[config.mk]
export PLATFORM = sky130hd
export DESIGN_NAME = draw_blit_flat
export DESIGN_NICKNAME = d
export VERILOG_FILES = /design/src/rtl/draw_pkg.sv /design/src/rtl/draw_blit_if.sv /design/src/rtl/draw_blit_delay.sv /design/src/rtl/draw_blit.sv /design/src/flat_wrapper.sv
export SDC_FILE = /design/constraint.sdc
export NUM_CORES = 1
export LEC_CHECK = 0
export BUFFER_PORTS_ARGS = -buffer_cell sky130_fd_sc_hd__buf_4
export CORE_MARGIN = 4
export CORE_UTILIZATION = 40
export DETAILED_ROUTE_END_ITERATION = 6
export SLEW_MARGIN = 20
export SYNTH_ARGS = -nofsm -noshare
export SYNTH_HDL_FRONTEND = slang
export SYNTH_HIERARCHICAL = 1
export SYNTH_SLANG_ARGS = --single-unit
[constraint.sdc]
create_clock -name clk -period 8.7 [get_ports clk]
set_input_delay 1.305 -clock clk [delete_from_list [all_inputs] [get_ports clk]]
set_output_delay 1.305 -clock clk [all_outputs]
set_load 0.01 [all_outputs]
[src/rtl/draw_pkg.sv]
// Shared constants, pixel/address types and FSM encoding for the blitter.
package draw_pkg;

  localparam int SCREEN_W   = 320;
  localparam int SCREEN_H   = 240;
  localparam int FB_ADDR_W  = 17;
  localparam int SRC_ADDR_W = 17;
  localparam int PIX_W      = 24;
  localparam int COORD_W    = 9;

  typedef logic [PIX_W-1:0]     pixel_t;
  typedef logic [FB_ADDR_W-1:0] fb_addr_t;

  localparam logic [1:0] ST_IDLE  = 2'd0;
  localparam logic [1:0] ST_ISSUE = 2'd1;
  localparam logic [1:0] ST_DRAIN = 2'd2;

endpackage

[src/rtl/draw_blit_if.sv]
// Command, ROM read and frame buffer write signals of the blitter.
interface draw_blit_if
  import draw_pkg::*;
#(
  parameter int SRC_W = SRC_ADDR_W,
  parameter int FB_W  = FB_ADDR_W,
  parameter int PIX   = PIX_W,
  parameter int CW    = COORD_W
);
  logic             start;
  logic [SRC_W-1:0] src_base;
  logic [CW-1:0]    dst_x;
  logic [CW-1:0]    dst_y;
  logic [CW-1:0]    blk_w;
  logic [CW-1:0]    blk_h;
  logic             key_en;
  logic [PIX-1:0]   key_color;
  logic             busy;
  logic             done;
  logic [SRC_W-1:0] rom_addr;
  logic [PIX-1:0]   rom_data;
  logic             frame_buf_we;
  logic [FB_W-1:0]  frame_buf_addr;
  logic [PIX-1:0]   frame_buf_data;

  modport slave (
    input  start, src_base, dst_x, dst_y, blk_w, blk_h, key_en, key_color, rom_data,
    output busy, done, rom_addr, frame_buf_we, frame_buf_addr, frame_buf_data
  );

  modport master (
    output start, src_base, dst_x, dst_y, blk_w, blk_h, key_en, key_color, rom_data,
    input  busy, done, rom_addr, frame_buf_we, frame_buf_addr, frame_buf_data
  );
endinterface

[src/rtl/draw_blit_delay.sv]
// LAT-stage delay line carrying {valid, clip, fb_addr} alongside the ROM read.
module blit_delay #(
  parameter int LAT = 1,
  parameter int AW  = 17
) (
  input  logic          clk,
  input  logic          rst,
  input  logic          in_valid,
  input  logic          in_clip,
  input  logic [AW-1:0] in_addr,
  output logic          out_valid,
  output logic          out_clip,
  output logic [AW-1:0] out_addr
);
  localparam int W = AW + 2;

  logic [W-1:0] pipe_reg [LAT];

  always_ff @(posedge clk or posedge rst) begin
    if (rst) begin
      for (int i = 0; i < LAT; i++) pipe_reg[i] <= '0;
    end else begin
      pipe_reg[0] <= {in_valid, in_clip, in_addr};
      for (int i = 1; i < LAT; i++) pipe_reg[i] <= pipe_reg[i-1];
    end
  end

  assign {out_valid, out_clip, out_addr} = pipe_reg[LAT-1];
endmodule

[src/rtl/draw_blit.sv]
// Rectangular block copy from source ROM to frame buffer, one pixel per cycle,
// with edge clipping and optional transparent colour key.
module draw_blit
  import draw_pkg::*;
#(
  parameter int SCREEN_W   = draw_pkg::SCREEN_W,
  parameter int SCREEN_H   = draw_pkg::SCREEN_H,
  parameter int FB_ADDR_W  = draw_pkg::FB_ADDR_W,
  parameter int SRC_ADDR_W = draw_pkg::SRC_ADDR_W,
  parameter int PIX_W      = draw_pkg::PIX_W,
  parameter int COORD_W    = draw_pkg::COORD_W,
  parameter int ROM_LAT    = 1
) (
  input logic        clk,
  input logic        rst,
  draw_blit_if.slave bus
);
  localparam int DW = (ROM_LAT > 1) ? $clog2(ROM_LAT) : 1;
  localparam logic [FB_ADDR_W-1:0] SW_FB = FB_ADDR_W'(SCREEN_W);
  localparam logic [COORD_W:0]     SW_C  = (COORD_W+1)'(SCREEN_W);
  localparam logic [COORD_W:0]     SH_C  = (COORD_W+1)'(SCREEN_H);

  logic [1:0]            state_reg;
  logic [COORD_W-1:0]    w_reg, h_reg, col_reg, row_reg, dst_x_reg;
  logic [COORD_W:0]      x_reg, y_reg;
  logic [FB_ADDR_W-1:0]  row_base_reg, fb_addr_reg;
  logic [SRC_ADDR_W-1:0] rom_addr_reg;
  logic                  key_en_reg;
  logic [PIX_W-1:0]      key_reg;
  logic                  iss_valid_reg, busy_reg, done_reg;
  logic [DW-1:0]         drain_reg;

  logic                  col_last, row_last, iss_clip;
  logic                  d_valid, d_clip;
  logic [FB_ADDR_W-1:0]  d_addr, row_base_next;

  assign col_last      = (col_reg == w_reg - COORD_W'(1));
  assign row_last      = (row_reg == h_reg - COORD_W'(1));
  // Screen coordinates carry one extra bit so off-screen positions never wrap.
  assign iss_clip      = (x_reg >= SW_C) || (y_reg >= SH_C);
  assign row_base_next = row_base_reg + SW_FB;

  always_ff @(posedge clk or posedge rst) begin
    if (rst) begin
      state_reg     <= ST_IDLE;
      w_reg         <= '0;
      h_reg         <= '0;
      col_reg       <= '0;
      row_reg       <= '0;
      dst_x_reg     <= '0;
      x_reg         <= '0;
      y_reg         <= '0;
      row_base_reg  <= '0;
      fb_addr_reg   <= '0;
      rom_addr_reg  <= '0;
      key_en_reg    <= 1'b0;
      key_reg       <= '0;
      iss_valid_reg <= 1'b0;
      busy_reg      <= 1'b0;
      done_reg      <= 1'b0;
      drain_reg     <= '0;
    end else begin
      done_reg <= 1'b0;
      case (state_reg)
        ST_IDLE: begin
          if (bus.start) begin
            if (bus.blk_w != '0 && bus.blk_h != '0) begin
              state_reg     <= ST_ISSUE;
              busy_reg      <= 1'b1;
              iss_valid_reg <= 1'b1;
              w_reg         <= bus.blk_w;
              h_reg         <= bus.blk_h;
              dst_x_reg     <= bus.dst_x;
              key_en_reg    <= bus.key_en;
              key_reg       <= bus.key_color;
              col_reg       <= '0;
              row_reg       <= '0;
              x_reg         <= {1'b0, bus.dst_x};
              y_reg         <= {1'b0, bus.dst_y};
              rom_addr_reg  <= bus.src_base;
              row_base_reg  <= FB_ADDR_W'(bus.dst_y) * SW_FB;
              fb_addr_reg   <= FB_ADDR_W'(bus.dst_y) * SW_FB + FB_ADDR_W'(bus.dst_x);
            end else begin
              done_reg <= 1'b1;
            end
          end
        end
        ST_ISSUE: begin
          if (col_last && row_last) begin
            iss_valid_reg <= 1'b0;
            state_reg     <= ST_DRAIN;
            drain_reg     <= DW'(ROM_LAT - 1);
          end else begin
            rom_addr_reg <= rom_addr_reg + SRC_ADDR_W'(1);
            if (col_last) begin
              col_reg      <= '0;
              row_reg      <= row_reg + COORD_W'(1);
              x_reg        <= {1'b0, dst_x_reg};
              y_reg        <= y_reg + (COORD_W+1)'(1);
              row_base_reg <= row_base_next;
              fb_addr_reg  <= row_base_next + FB_ADDR_W'(dst_x_reg);
            end else begin
              col_reg     <= col_reg + COORD_W'(1);
              x_reg       <= x_reg + (COORD_W+1)'(1);
              fb_addr_reg <= fb_addr_reg + FB_ADDR_W'(1);
            end
          end
        end
        ST_DRAIN: begin
          if (drain_reg == '0) begin
            done_reg  <= 1'b1;
            busy_reg  <= 1'b0;
            state_reg <= ST_IDLE;
          end else begin
            drain_reg <= drain_reg - DW'(1);
          end
        end
        default: state_reg <= ST_IDLE;
      endcase
    end
  end

  blit_delay #(.LAT(ROM_LAT), .AW(FB_ADDR_W)) u_delay (
    .clk       (clk),
    .rst       (rst),
    .in_valid  (iss_valid_reg),
    .in_clip   (iss_clip),
    .in_addr   (fb_addr_reg),
    .out_valid (d_valid),
    .out_clip  (d_clip),
    .out_addr  (d_addr)
  );

  // Write enable is combinational from the delay line, so reset kills it at once.
  assign bus.frame_buf_we   = d_valid & ~d_clip & ~(key_en_reg & (bus.rom_data == key_reg));
  assign bus.frame_buf_addr = d_addr;
  assign bus.frame_buf_data = bus.rom_data;
  assign bus.rom_addr       = rom_addr_reg;
  assign bus.busy           = busy_reg;
  assign bus.done           = done_reg;
endmodule

[src/flat_wrapper.sv]
// flat-port wrapper written by rule: the top's interface ports become plain ports
module draw_blit_flat import draw_pkg::*;
#(
  parameter int SCREEN_W   = draw_pkg::SCREEN_W,
  parameter int SCREEN_H   = draw_pkg::SCREEN_H,
  parameter int FB_ADDR_W  = draw_pkg::FB_ADDR_W,
  parameter int SRC_ADDR_W = draw_pkg::SRC_ADDR_W,
  parameter int PIX_W      = draw_pkg::PIX_W,
  parameter int COORD_W    = draw_pkg::COORD_W,
  parameter int ROM_LAT    = 1
)
  (clk, rst, bus_start, bus_src_base, bus_dst_x, bus_dst_y, bus_blk_w, bus_blk_h, bus_key_en, bus_key_color, bus_rom_data, bus_busy, bus_done, bus_rom_addr, bus_frame_buf_we, bus_frame_buf_addr, bus_frame_buf_data);
  draw_blit_if bus_i ();
  input logic clk;
  input logic rst;
  input wire logic [$bits(bus_i.start)-1:0] bus_start;
  input wire logic [$bits(bus_i.src_base)-1:0] bus_src_base;
  input wire logic [$bits(bus_i.dst_x)-1:0] bus_dst_x;
  input wire logic [$bits(bus_i.dst_y)-1:0] bus_dst_y;
  input wire logic [$bits(bus_i.blk_w)-1:0] bus_blk_w;
  input wire logic [$bits(bus_i.blk_h)-1:0] bus_blk_h;
  input wire logic [$bits(bus_i.key_en)-1:0] bus_key_en;
  input wire logic [$bits(bus_i.key_color)-1:0] bus_key_color;
  input wire logic [$bits(bus_i.rom_data)-1:0] bus_rom_data;
  output wire logic [$bits(bus_i.busy)-1:0] bus_busy;
  output wire logic [$bits(bus_i.done)-1:0] bus_done;
  output wire logic [$bits(bus_i.rom_addr)-1:0] bus_rom_addr;
  output wire logic [$bits(bus_i.frame_buf_we)-1:0] bus_frame_buf_we;
  output wire logic [$bits(bus_i.frame_buf_addr)-1:0] bus_frame_buf_addr;
  output wire logic [$bits(bus_i.frame_buf_data)-1:0] bus_frame_buf_data;
  assign bus_i.start = bus_start;
  assign bus_i.src_base = bus_src_base;
  assign bus_i.dst_x = bus_dst_x;
  assign bus_i.dst_y = bus_dst_y;
  assign bus_i.blk_w = bus_blk_w;
  assign bus_i.blk_h = bus_blk_h;
  assign bus_i.key_en = bus_key_en;
  assign bus_i.key_color = bus_key_color;
  assign bus_i.rom_data = bus_rom_data;
  assign bus_busy = bus_i.busy;
  assign bus_done = bus_i.done;
  assign bus_rom_addr = bus_i.rom_addr;
  assign bus_frame_buf_we = bus_i.frame_buf_we;
  assign bus_frame_buf_addr = bus_i.frame_buf_addr;
  assign bus_frame_buf_data = bus_i.frame_buf_data;
  draw_blit #(.SCREEN_W(SCREEN_W), .SCREEN_H(SCREEN_H), .FB_ADDR_W(FB_ADDR_W), .SRC_ADDR_W(SRC_ADDR_W), .PIX_W(PIX_W), .COORD_W(COORD_W), .ROM_LAT(ROM_LAT)) u_core (.clk(clk), .rst(rst), .bus(bus_i));
endmodule
### Word level (Yosys, flattened, before mapping)

Cells that the tools add are included.

* add/subtract/negate cells: 12
* multiply operators: 1
* $lt $le $gt $ge: 2
* equality and inequality tests: 11
* muxes and demuxes: 49
* bitwise gates (word level): 5
* reduce and logical (&&, ||, !) cells: 16

Operators with widths (count)
* $mux 17: 11
* $pmux 17 s2: 3
* $mux 10: 8
* $mux 9: 6
* $pmux 10 s2: 2
* $pmux 9 s2: 2
* $add 17x1->17 const B: 2
* $add 17x9->17: 2
* $eq 24x24->1: 1
* $add 10x1->10 const B: 2
* $add 9x1->9 const B: 2
* $eq 9x9->1: 2
* $reduce_bool 9->1: 2
* $sub 9x1->9 const B: 2
* $add 17x9->17 const B: 1
* $reduce_and 4->1: 4
* $mul 9x3->11 const B: 1
* $ge 10x8->1 const B: 1
* $ge 10x9->1 const B: 1
* $mux 1: 8
* $mux 2: 4
* $pmux 1 s2: 4
* $ne 2x1->1 const B: 3
* $ne 2x2->1 const B: 3
* other kinds (13): 19

* flip-flop bits (word level): 166
* input port bits: 105
* output and inout bits: 61
* logic and storage cells: 114

### Depth between registers and ports, before layout

* depth after elaboration: 5
* mapped depth: 13
* depth with buffers taken out: 10

### Cells and area by module

The synthesis kept the hierarchy.

By module, submodules not included
* draw_blit: instances 1, cells each 1071, area each 9713.1 sq um, sequential area each 3503.4 sq um
* blit_delay: instances 1, cells each 20, area each 479.2 sq um, sequential area each 475.5 sq um

### Least setup slack after synthesis

No wires, ideal clock.

* path kind: input to register
* start point: in bus_dst_y[1]
* end point: reg u_core.fb_addr_reg[16]
* setup time: 82 ps
* arrival time: 3999 ps
* data required time: 8618 ps
* setup slack: 4619 ps
* cell stages on the path: 10
* buffers on the path: 0
* cells stage by stage: ha_1 > ha_1 > fa_1 > xor2_1 > o2111ai_1 > or3_1 > or4b_2 > xnor2_1 > nand2_1 > a31oi_1

* cells in the longest elaborated chain, start to end: 5

Ends and longest elaborated chain
* start: declaration: line flat_wrapper.sv:19 `input wire logic [$bits(bus_i.dst_y)-1:0] bus_dst_y;`
* $mul 9x3->11: line draw_blit.sv:82 `fb_addr_reg <= FB_ADDR_W'(bus.dst_y) * SW_FB + FB_ADDR_W'(bus.dst_x);`
* $add 17x9->17: line draw_blit.sv:82
* $mux 17: line draw_blit.sv:67 `if (bus.blk_w != '0 && bus.blk_h != '0) begin`
* $mux 17: line draw_blit.sv:66 `if (bus.start) begin`
* $pmux 17 s2: line draw_blit.sv:64 `case (state_reg)`
* end signal: assignment: line draw_blit.sv:82
* end signal: assignment: line draw_blit.sv:101 `fb_addr_reg <= row_base_next + FB_ADDR_W'(dst_x_reg);`
* end signal: assignment: line draw_blit.sv:105 `fb_addr_reg <= fb_addr_reg + FB_ADDR_W'(1);`
* end: declaration: line draw_blit.sv:26 `logic [FB_ADDR_W-1:0] row_base_reg, fb_addr_reg;`

No other way between the ends. The select of a mux whose other input is x is not followed.
A chain may end at the register's enable or synchronous reset.

### Final worst setup path

Ends and elaborated chain as after synthesis.

==> metrics.csv <==
metric,value,unit
synth_top_area_share,39.0,%
grt_overflow,0,
timing.final.crit_share,46.6,%
cp_common_cell,ha_1,
yosysTopAreaCell,dfrtp_1,
max_stage_delay,0.65,ns
h-tree-depth,4,
synthesis.nets,1230,
dr.pass1.iters,5,
layout_setup_ws,4.65,ns
gp_congestion,0.910,
cp.arrival,4.39,ns
yosysSeqAreaShare,39.0,%
crit_path_top_delay_cell,or4b_2,
rsz0062_at_grt,false,
synth_common_cells,"dfrtp_1, nand2_1, nand3_1",
path_clk_slew,0.06,ns
setup_violations,0,
clk_path_buf_depth,2,
first_global_vias,8977,
syn-cell-area,0.0102,mm^2
status,"complete, no violations",
crit_chain,buf_4 -> ha_1 -> ha_1 -> fa_1 -> xor2_1 -> o2111ai_1 -> or3_1 -> or4b_2 -> xnor2_1 -> nand2_1 -> a31oi_1,
start_util,40.6,%
ys_seq_elements,159,
grtUsageTotal,21.5,%
vdd.ir_drop.worst,0.134,mV
maxSlewHeadroom,32.2,%
diodes,0,
max_freq,247,MHz
fillerInstances,2423,
route.detailed.drc,0,
cts_sinks,159,
insertion_delay,0.43,ns
hold_class,reg -> reg,
ctsResizeCount,0,
synth_edf_count,0,
final-seq-area,0.00398,mm^2
post_cts_buffers,0,
final_area,0.0121,mm^2
io_buffers,165,
area_delta_synth_final,19.0,%
max-cap-violations,0,
grt_pass1_wl,49300,um
end_kind,flop,
syn_inst,1091,
power_density,250,mW/mm^2
nets,1339,
synthTopCellsByArea,"dfrtp_1, mux2_2, ha_1",
synth.avg_cell_area,9.34,um^2
finClkSkew,0.0130,ns
setup_tns,0,ns
core_area,0.0251,mm^2
vias,9074,
required,9.04,ns
largest_reg_flops,24,
cts_tree,built,
dpl.hpwl,21000,um
synth_ff_type,dfrtp_1,
ys_warn_count,6,
design.die.area,0.0281,mm^2
cts_buffers,17,
post-place-ws,4.24,ns
tightestPinTransition,1.02,ns
num_rows,58,
finalCriticalPeriod,4.05,ns
cts-hold-fix-buffers,0,
worstSetupStartpointType,primary input,
final_antenna_net_count,0,
wl,30300,um
power.leakage,0.00522,uW
multi_input_area,0.00563,mm^2
slew_violations,0,
synth_cell_types,84,
grt_max_degree,95,
pin_count,166,
hold_viol_final,0,
crit_fanout,4,
hold-worst-slack,0.390,ns
dpl_cell_area,0.0115,mm^2
synthArstFlopShare,100,%
drive_gt1_share,23.7,%
crit_type,in -> reg,
fp.dieH,168,um
clockRootBuffer,clkbuf_16,
avgViaCountPerCell,5.88,
antenna_found_initial,0,
first_iter_violations,809,
die_w,168,um
detail_route.wl_per_cell,19.7,um
synth.most_common_cell,dfrtp_1,
area by class of cell:
class	instances	area share (%)
clock buffers	22	3.91
clock inverters	10	1.05
inverters	34	1.14
multi-input cells	807	46.5
flip-flops and latches	159	32.8
well taps	330	3.41
repair buffers	181	11.2
stage by stage:
step           instances  util [%]  total power (uW)
6_report            1543      48.3              3030
5_1_grt             1543      48.3              3240
4_1_cts             1543      48.3              3050
3_5_place_dp        1511      45.9              2270
3_3_place_gp        1511      45.9              2250
2_1_floorplan       1091         -              1870
worst paths after layout:
path                                                to                  from  cells past startpoint  slack, ns
min in group asynchronous            u_core/col_reg[0]                   rst                      2       1.03
setup / recovery                u_core/fb_addr_reg[16]          bus_dst_y[1]                     11       4.65
max in group asynchronous              u_core/h_reg[3]                   rst                      3       6.46
hold / removal             u_core/u_delay/pipe_reg[18]  u_core/iss_valid_reg                      0       0.39
setup reg to reg                 u_core/fb_addr_reg[7]       u_core/w_reg[0]                     11       4.86
hold reg to reg            u_core/u_delay/pipe_reg[18]  u_core/iss_valid_reg                      0       0.39
metal layers:
metal | wire length [um] | GRT usage [%]
met5 | 0 | 0
met3 | 2320 | 4.72
met1 | 13600 | 30.3
met2 | 14000 | 34.0
met4 | 386 | 5.29
report_power, final:
part	internal (uW)	switching [uW]
clock network	450	313
registers	955	276
logic	499	537
total	1900	1130
cell usage in the layout, fill, tap and decap left out, types with 11 or more instances in the layout:
cell,count
a31oi_1,31
o21ai_0,48
a21o_1,13
xor2_1,39
nor2_1,45
nand4_1,13
clkbuf_16,17
mux2_2,52
buf_4,181
nor4_1,13
nand2_1,81
o31ai_1,11
dfrtp_1,159
nand3_1,66
ha_1,32
nor3_1,33
xnor2_1,43
a21oi_1,59
mux2i_1,13
o22ai_1,21
a211oi_1,12
and3_1,18
inv_1,32
critical path: cells and delay by family:
family,cells,cell delay [ns]
AO/OA/AOI/OAI,2,0.41
AND/OR/NAND/NOR,3,1.10
XOR/XNOR,2,0.46
buffers and inverters,1,0.13
adder cells (fa/ha/maj),3,0.98
kinds of logic after synthesis:
family | Yosys count | share of synthesized area (%)
flops | 159 | 39.0
fa+ha+maj | 34 | 4.32
other cells | 1 | 0.0368
mux | 67 | 7.24
buf+inv | 125 | 5.95
xor+xnor | 82 | 7.05
compound gates | 292 | 19.5
simple gates | 331 | 16.8
Note: power is estimated with default switching activity, not from simulation.
